===== config.mk =====
export PLATFORM = sky130hd
export DESIGN_NAME = apu_req_initiator
export DESIGN_NICKNAME = d
export VERILOG_FILES = /design/src/rtl/apu_if_pkg.sv /design/src/rtl/apu_rsp_fifo.sv /design/src/rtl/apu_req_initiator.sv
export SDC_FILE = /design/constraint.sdc
export NUM_CORES = 1
export LEC_CHECK = 0
export CAP_MARGIN = 20
export CORE_MARGIN = 3
export CORE_UTILIZATION = 54
export CTS_BUF_LIST = sky130_fd_sc_hd__clkbuf_2
export DETAILED_ROUTE_END_ITERATION = 8
export GPL_TIMING_DRIVEN = 0
export PLACE_DENSITY = 0.86
export SLEW_MARGIN = 30
export SYNTH_ARGS = -nofsm -noshare
export SYNTH_HDL_FRONTEND = slang
export SYNTH_SLANG_ARGS = --single-unit

===== constraint.sdc =====
create_clock -name clk -period 6.7 [get_ports clk]
set_input_delay 0.67 -clock clk [delete_from_list [all_inputs] [get_ports clk]]
set_output_delay 0.67 -clock clk [all_outputs]
set_load 0.005 [all_outputs]

===== src/rtl/apu_if_pkg.sv =====
// Shared types for the APU request initiator.
// Response record, request FSM states and credit-width helper.
package apu_if_pkg;

  localparam int APU_ID_W     = 9;
  localparam int APU_DATA_W   = 32;
  localparam int APU_RFLAGS_W = 5;

  typedef struct packed {
    logic [APU_DATA_W-1:0]   data;
    logic [APU_RFLAGS_W-1:0] flags;
    logic [APU_ID_W-1:0]     id;
  } apu_rsp_t;

  typedef enum logic {
    ST_IDLE,
    ST_REQ
  } req_state_e;

  function automatic int credit_w(input int depth);
    return $clog2(depth + 1);
  endfunction

endpackage


===== src/rtl/apu_rsp_fifo.sv =====
// Registered response FIFO; a pop frees a slot for a same-cycle write.
// Writes into a full FIFO are dropped and flagged sticky.
module apu_rsp_fifo
  import apu_if_pkg::*;
#(
  parameter int  DEPTH = 4,
  parameter type T     = apu_rsp_t
) (
  input  logic                       clk,
  input  logic                       rst_n,
  input  logic                       wr_en,
  input  T                           wr_data,
  input  logic                       rd_en,
  output T                           rd_data,
  output logic                       full,
  output logic                       empty,
  output logic [$clog2(DEPTH+1)-1:0] count,
  output logic                       overflow
);

  localparam int CW = $clog2(DEPTH + 1);
  localparam int PW = (DEPTH > 1) ? $clog2(DEPTH) : 1;
  localparam logic [PW-1:0] LAST = PW'(DEPTH - 1);

  T              mem [DEPTH];
  logic [PW-1:0] wr_ptr;
  logic [PW-1:0] rd_ptr;
  logic          push;
  logic          pop;

  assign full  = (count == CW'(DEPTH));
  assign empty = (count == '0);
  assign pop   = rd_en && !empty;
  assign push  = wr_en && (!full || pop);

  assign rd_data = empty ? '0 : mem[rd_ptr];

  always_ff @(posedge clk) begin
    if (push) mem[wr_ptr] <= wr_data;
  end

  always_ff @(posedge clk or negedge rst_n) begin
    if (!rst_n) begin
      wr_ptr   <= '0;
      rd_ptr   <= '0;
      count    <= '0;
      overflow <= 1'b0;
    end else begin
      if (push)
        wr_ptr <= (wr_ptr == LAST) ? '0 : wr_ptr + PW'(1);
      if (pop)
        rd_ptr <= (rd_ptr == LAST) ? '0 : rd_ptr + PW'(1);
      count <= count + CW'(push) - CW'(pop);
      if (wr_en && !push)
        overflow <= 1'b1;
    end
  end

endmodule


===== src/rtl/apu_req_initiator.sv =====
// Core-side APU master: held request toward the FPU, credit-bounded
// outstanding ops, and a response buffer drained by the core.
module apu_req_initiator
  import apu_if_pkg::*;
#(
  parameter int ID_WIDTH        = 9,
  parameter int NB_ARGS         = 2,
  parameter int OPCODE_WIDTH    = 6,
  parameter int DATA_WIDTH      = 32,
  parameter int FLAGS_IN_WIDTH  = 15,
  parameter int FLAGS_OUT_WIDTH = 5,
  parameter int RSP_DEPTH       = 4
) (
  input  logic                          clk,
  input  logic                          rst_n,
  input  logic                          core_req_valid_i,
  output logic                          core_req_ready_o,
  input  logic [NB_ARGS*DATA_WIDTH-1:0] core_operands_i,
  input  logic [OPCODE_WIDTH-1:0]       core_op_i,
  input  logic [FLAGS_IN_WIDTH-1:0]     core_flags_i,
  input  logic [ID_WIDTH-1:0]           core_id_i,
  output logic                          apu_req_o,
  input  logic                          apu_gnt_i,
  output logic [ID_WIDTH-1:0]           apu_ID_o,
  output logic [NB_ARGS*DATA_WIDTH-1:0] apu_operands_o,
  output logic [OPCODE_WIDTH-1:0]       apu_op_o,
  output logic [FLAGS_IN_WIDTH-1:0]     apu_flags_o,
  output logic                          apu_rready_o,
  input  logic                          apu_rvalid_i,
  input  logic [DATA_WIDTH-1:0]         apu_rdata_i,
  input  logic [FLAGS_OUT_WIDTH-1:0]    apu_rflags_i,
  input  logic [ID_WIDTH-1:0]           apu_rID_i,
  output logic                          core_rsp_valid_o,
  input  logic                          core_rsp_ready_i,
  output logic [DATA_WIDTH-1:0]         core_rsp_data_o,
  output logic [FLAGS_OUT_WIDTH-1:0]    core_rsp_flags_o,
  output logic [ID_WIDTH-1:0]           core_rsp_id_o,
  output logic [$clog2(RSP_DEPTH+1)-1:0] outstanding_o,
  output logic                          busy_o,
  output logic                          overflow_o
);

  localparam int CW = credit_w(RSP_DEPTH);

  typedef struct packed {
    logic [DATA_WIDTH-1:0]      data;
    logic [FLAGS_OUT_WIDTH-1:0] flags;
    logic [ID_WIDTH-1:0]        id;
  } rsp_t;

  req_state_e    state;
  logic          accept;
  logic          pop;
  logic          inc;
  logic          dec;
  rsp_t          wr_rsp;
  rsp_t          rd_rsp;
  logic          fifo_full;
  logic          fifo_empty;
  logic [CW-1:0] fifo_count;

  assign core_req_ready_o = (state == ST_IDLE || apu_gnt_i)
                         && (outstanding_o < CW'(RSP_DEPTH));
  assign accept = core_req_valid_i && core_req_ready_o;

  always_ff @(posedge clk or negedge rst_n) begin
    if (!rst_n) begin
      state          <= ST_IDLE;
      apu_req_o      <= 1'b0;
      apu_ID_o       <= '0;
      apu_operands_o <= '0;
      apu_op_o       <= '0;
      apu_flags_o    <= '0;
    end else begin
      unique case (state)
        ST_IDLE: begin
          if (accept) begin
            state     <= ST_REQ;
            apu_req_o <= 1'b1;
          end
        end
        ST_REQ: begin
          if (apu_gnt_i && !accept) begin
            state     <= ST_IDLE;
            apu_req_o <= 1'b0;
          end
        end
        default: begin
          state     <= ST_IDLE;
          apu_req_o <= 1'b0;
        end
      endcase
      if (accept) begin
        apu_ID_o       <= core_id_i;
        apu_operands_o <= core_operands_i;
        apu_op_o       <= core_op_i;
        apu_flags_o    <= core_flags_i;
      end
    end
  end

  // Clamp at zero: responses arriving after a reset still get popped.
  assign pop = core_rsp_valid_o && core_rsp_ready_i;
  assign inc = accept;
  assign dec = pop && (outstanding_o != '0);

  always_ff @(posedge clk or negedge rst_n) begin
    if (!rst_n) begin
      outstanding_o <= '0;
    end else begin
      unique case (1'b1)
        inc && !dec: outstanding_o <= outstanding_o + CW'(1);
        dec && !inc: outstanding_o <= outstanding_o - CW'(1);
        default:     outstanding_o <= outstanding_o;
      endcase
    end
  end

  assign busy_o       = (outstanding_o != '0);
  assign apu_rready_o = 1'b1;

  assign wr_rsp.data  = apu_rdata_i;
  assign wr_rsp.flags = apu_rflags_i;
  assign wr_rsp.id    = apu_rID_i;

  apu_rsp_fifo #(
    .DEPTH (RSP_DEPTH),
    .T     (rsp_t)
  ) u_rsp_fifo (
    .clk      (clk),
    .rst_n    (rst_n),
    .wr_en    (apu_rvalid_i),
    .wr_data  (wr_rsp),
    .rd_en    (core_rsp_ready_i),
    .rd_data  (rd_rsp),
    .full     (fifo_full),
    .empty    (fifo_empty),
    .count    (fifo_count),
    .overflow (overflow_o)
  );

  assign core_rsp_valid_o = !fifo_empty;
  assign core_rsp_data_o  = rd_rsp.data;
  assign core_rsp_flags_o = rd_rsp.flags;
  assign core_rsp_id_o    = rd_rsp.id;

  logic unused_fifo;
  assign unused_fifo = fifo_full ^ (|fifo_count);

endmodule

; Word-level counts from Yosys, hierarchy flattened
; Memory sizes are Yosys's and may differ from the RTL's.
; Index checks and enable logic that the tools add are counted.
[word_totals]
regBits = 107
ram_bits = 184
in_bits = 146
out_inout_bits = 149
elab_cells = 57
n_memories = 1
[op_classes]
addsub = 6
magnitude_cmp = 1
eq_ne = 5
muxes = 12
bitwise = 1
reduce_logical = 20
[mem_list]
columns = name, words, word_bits, read_ports, rd_ports_with_merged_regs, wr, line
row1 = u_rsp_fifo.mem, 4, 46, 1, 0, 1, apu_rsp_fifo.sv:25  ; T mem [DEPTH];
[ops]
columns = cell, count
row1 = $mux W46, 1
row2 = $logic_and A1 B1 Y1, 9
row3 = $mux W1, 6
row4 = $pmux W3 S2, 1
row5 = $logic_not A1 Y1, 5
row6 = $add A2 B1 Y2 const B, 2
row7 = $eq A2 B2 Y1 const B, 2
row8 = $mux W2, 2
row9 = $pmux W1 S2, 2
row10 = $add A3 B1 Y3, 1
row11 = $add A3 B1 Y3 const B, 1
row12 = $eq A3 B3 Y1 const B, 1
row13 = $logic_not A3 Y1, 1
row14 = $lt A3 B3 Y1 const B, 1
row15 = $reduce_bool A3 Y1, 1
row16 = $sub A3 B1 Y3, 1
row17 = $sub A3 B1 Y3 const B, 1
row18 = $logic_or A1 B1 Y1, 2
row19 = $ne A2 B1 Y1 const B, 1
row20 = $ne A2 B2 Y1 const B, 1
row21 = $reduce_and A2 Y1, 1
row22 = $reduce_bool A2 Y1, 1
row23 = $not A1 Y1, 1

; Longest topological paths before layout
[logic_depth]
ltp_word = 8
depth_mapped = 12
ltp_nobuf = 10

; By module
; Synthesis repeated with hierarchy kept, for this count alone.
[hier_totals]
cells_unflattened = 560
hier_area_um2 = 11419.7
[modules_own_cells]
columns = module, instances, cells_per_inst, area_per_inst_um2
row1 = apu_rsp_fifo, 1, 332, 7433.4
row2 = apu_req_initiator, 1, 228, 3986.3

; Worst setup path before layout
; No wires, ideal clock.
[synth_timing]
path_type = in2reg
startpoint = in core_rsp_ready_i
endpoint = mem u_rsp_fifo.mem[0][0] (netlist name) (enable)
setup_ns = 0.408
arrival_time_ns = 2.165
t_required_ns = 6.292
slack_ns = 4.127
stages = 4
n_path_buf = 1
cell_sequence = nor4b_1 nor2b_1 clkbuf_1 and2_1
[synth_between]
elab_chain_len = 5
[synth_rtl]
columns = element, line
row1 = "start, declared", apu_req_initiator.sv:34  ; input logic core_rsp_ready_i,
row2 = $logic_and A1 B1 Y1, apu_rsp_fifo.sv:33  ; assign pop = rd_en && !empty;
row3 = $logic_or A1 B1 Y1, apu_rsp_fifo.sv:34  ; assign push = wr_en && (!full || pop);
row4 = $logic_and A1 B1 Y1, apu_rsp_fifo.sv:34
row5 = named net u_rsp_fifo.push, apu_rsp_fifo.sv:28  ; logic push;
row6 = $mux W1, apu_rsp_fifo.sv:39  ; if (push) mem[wr_ptr] <= wr_data;
row7 = $mux W1 (not written as such), apu_rsp_fifo.sv:39
row8 = "end, declared", apu_rsp_fifo.sv:25
; The timed path passes the listed nets, and every way through them passes these cells.

; Final worst setup path
[layout_timing]
startpoint = reg u_rsp_fifo.count[1]
endpoint = out core_rsp_id_o[8]
[layout_between]
elab_chain_len = 2
[layout_rtl]
columns = element, line
row1 = "start, declared", apu_rsp_fifo.sv:17  ; output logic [$clog2(DEPTH+1)-1:0] count,
row2 = "start signal, assigned", apu_rsp_fifo.sv:53  ; count <= count + CW'(push) - CW'(pop);
row3 = $logic_not A3 Y1, apu_rsp_fifo.sv:32  ; assign empty = (count == '0);
row4 = $mux W46, apu_rsp_fifo.sv:36  ; assign rd_data = empty ? '0 : mem[rd_ptr];
row5 = "end, declared", apu_req_initiator.sv:37  ; output logic [ID_WIDTH-1:0] core_rsp_id_o,
; No other way between the ends.

==> out/metrics.yaml <==
critical_path:
  reg2reg_from: "u_rsp_fifo.count[1]"
  cp_data_required_time_ps: 6030
  reg2reg_depth: 9
  crit_path_top_delay_cell: "clkdlybuf4s50_1"
  crit_type: "flop to output port"
  worstPathMaxFanout: 10
  critPathTopFamily: "buffers and inverters"
  critPathArrivalTime_ps: 2940
  start_kind: "flop"
  cp-end-kind: "output port"
  worst_path_most_repeated_cell: "clkbuf_1"
  cp_slowest_stage_delay_ps: 500
  crit_buf_inv: 3
  timing.rr.end: "outstanding_o[2]"
  crit_chain: "or3_1 -> clkbuf_1 -> clkbuf_1 -> and2_1 -> clkdlybuf4s50_1"
  rrSetupSlack_ps: 4290
synth:
  syn_nets: 716
  ys_seq_elements: 291
  synth_cell_type_count: 29
  synth_top_cell_area_share: 0.483
  ys_seq_area_frac: 0.717
  synthTopCellsByArea: "edfxtp_1 (48%), dfrtp_1 (23%), mux4_2 (9.1%), mux2_4 (6.4%), mux2_2 (4.8%)"
  synth_cells: 560
  syn_area_um2: 11400
  yosysTopAreaCell: "edfxtp_1"
  syn_avg_cell_area_um2: 20.4
  ys_warn_count: 0
drt:
  ant_nets: 0
  dr_wl_met2_um: 14100
  wl_met1_um: 9470
  vias_per_cell: 5.21
  dr.pass1.iters: 4
  wl_met3_um: 2920
  drtIter0Drc: 345
  dr_total_vias: 6581
  highest_layer: "met5"
  wl_um: 26900
  drc: 0
  routedWlPerCell_um: 21.3
floorplan:
  start_util: 0.558
  die_h_um: 152
  ios: 295
  die_w_um: 152
  die-area_um2: 23000
  rows: 52
  core-area_um2: 20500
power:
  power_density_nw_per_um2: 442
  leakage_nw: 5.95
  ir_drop_mv: 0.277
run:
  max-cap-violations: 0
placed_design:
  dpl-instance-area_um2: 14800
  gp_congestion: 0.787
  dp_hpwl_um: 19000
  dp_cells: 1128
  io_buffers: 293
timing:
  tns_ps: 0
  tightestPinTransition_ps: 611
  fin_crit_ps: 3610
  hold_viol: 0
  setup_viol: 0
  timing.final.crit_share: 0.539
  relSlewSlack: 0.593
  clock_skew_ps: 75.3
  rsz0062_at_grt: "false"
  slew_violations: 0
  fmax_ghz: 0.277
clocking:
  cts_tree: "yes"
  clk_latency_ps: 830
  cts_sinks: 291
  ctsRootBufferMaster: "clkbuf_2"
  clk_pin_slew_worst_paths_ps: 110
  h-tree-depth: 3
  post_cts_buffers: 0
  cts_buffer_depth: 3
  cts_resized: 0
  numCtsBuffers: 72
global_route:
  antenna_found_initial: 3
  track_usage: 0.237
  gr-total-overflow: 0
  grt_pass1_vias: 7465
  grt_pass1_wl_um: 40500
  grt_max_degree: 74
hold_path:
  hp-class: "input pin to async pin"
finish:
  layout.cells.non_filler: 1263
  final_nets: 1089
  drive_gt1_frac: 0.298
  area_growth_syn_to_layout_pct: 35.4
  design_area_um2: 15500
  num-fill-cells: 1204
run_status:
  outcome: "complete, no violations"
## worst max path at each step
stage                              startpoint                   end  slack (ps)  cells after the start
final                     u_rsp_fifo.count[1]      core_rsp_id_o[8]        3090                      5
after global routing      u_rsp_fifo.count[1]   core_rsp_flags_o[0]        2820                      5
after CTS                 u_rsp_fifo.count[1]   core_rsp_flags_o[0]        2960                      5
after detailed placement            apu_gnt_i      outstanding_o[2]        3660                     13
after global placement                  rst_n    apu_operands_o[34]        1230                      1
after floorplan              core_rsp_ready_i  u_rsp_fifo.mem[0][0]        4130                      4
## cell usage after synthesis
master,number
edfxtp_1,184
dfrtp_1,107
and2_1,50
mux2_2,49
mux2_4,49
mux4_2,46
inv_1,12
ha_1,8
clkbuf_1,7
buf_12,6
buf_2,6
buf_4,5
buf_6,4
nor2_1,4
xnor2_1,3
a21oi_1,2
fa_1,2
nand2_1,2
nor2b_1,2
or3_1,2
xor2_1,2
a21o_1,1
and2_4,1
and3_1,1
conb_1,1
mux2i_1,1
nand2b_1,1
nor4b_1,1
o21ai_0,1
## cell type report
cell class | instances | area, um^2 | area share
diodes | 3 | 7.51 | 0.000485
plain buffers | 28 | 259 | 0.0167
clock buffers | 111 | 556 | 0.0359
clock inverters | 20 | 87.6 | 0.00565
inverters | 12 | 45.0 | 0.00291
multi-input cells | 229 | 2940 | 0.190
flip-flops and latches | 291 | 8200 | 0.530
well taps | 270 | 338 | 0.0218
repair buffers | 299 | 3050 | 0.197
## sequential cells by signal, indices dropped and copies added, names as in the netlist
| register | cells |
|---|---|
| u_rsp_fifo.mem | 184 |
| apu_operands_o | 64 |
| apu_flags_o | 15 |
| apu_ID_o | 9 |
| apu_op_o | 6 |
| outstanding_o | 3 |
| u_rsp_fifo.count | 3 |
| u_rsp_fifo.rd_ptr | 2 |
| u_rsp_fifo.wr_ptr | 2 |
| apu_req_o | 1 |
| state | 1 |
| u_rsp_fifo.overflow | 1 |
## routing by layer
metal,vias to the layer above,GRT usage
li1,2921,-
met1,3311,0.260
met2,310,0.406
met3,37,0.106
met4,2,0.0876
met5,-,0
## where the power goes
part,switching (mW),total [mW],leakage [nW],internal [mW]
combinational,1.07,2.96,2.49,1.89
sequential,0.265,2.75,2.94,2.49
clock,0.690,1.13,0.509,0.442
total,2.02,6.84,5.95,4.82
## cells in the final DEF (no fill, tap or decap), drive strengths merged
cell           Yosys  routed
a21o               1       1
a21oi              2       2
and2              51      51
and3               1       1
buf               21      27
clkbuf             7     118
clkdlybuf4s50      0     292
clkinv             0      16
clkinvlp           0       1
conb               1       1
dfrtp            107     107
diode              0       3
dlygate4sd3        0       1
edfxtp           184     184
fa                 2       2
ha                 8       8
inv               12      15
mux2              98      98
mux2i              1       1
mux4              46      46
nand2              2       2
nand2b             1       1
nor2               4       4
nor2b              2       2
nor4b              1       1
o21ai              1       1
or3                2       2
xnor2              3       3
xor2               2       2
## per-stage QoR
step           utilization  hold WS, ps  power [mW]  setup WS (ps)
2_1_floorplan            -          374        4.15           4130
3_3_place_gp         0.718          449        5.64           1230
3_5_place_dp         0.724          448        5.77           3660
4_1_cts              0.755          228        6.94           2960
5_1_grt              0.756          282        7.25           2820
6_report             0.756          343        6.84           3090
## what timing repair did
action | in CTS | in global routing
hold endpoints to repair | 34 | 0
endpoints found under the setup margin | 0 | 0
hold buffers | 1 | 0
## kinds of logic (layout without fill, tap and decap cells)
logic type / after synthesis / count (layout) / synth area share
buf+inv: 40 / 470 / 0.0266
fa+ha+maj: 10 / 10 / 0.0122
compound gates: 4 / 4 / 0.00197
other cells: 1 / 4 / 0.000328
flops: 291 / 291 / 0.717
mux: 145 / 145 / 0.204
xor+xnor: 5 / 5 / 0.00383
simple gates: 64 / 64 / 0.0341
Power figures use the tool's default switching activity.
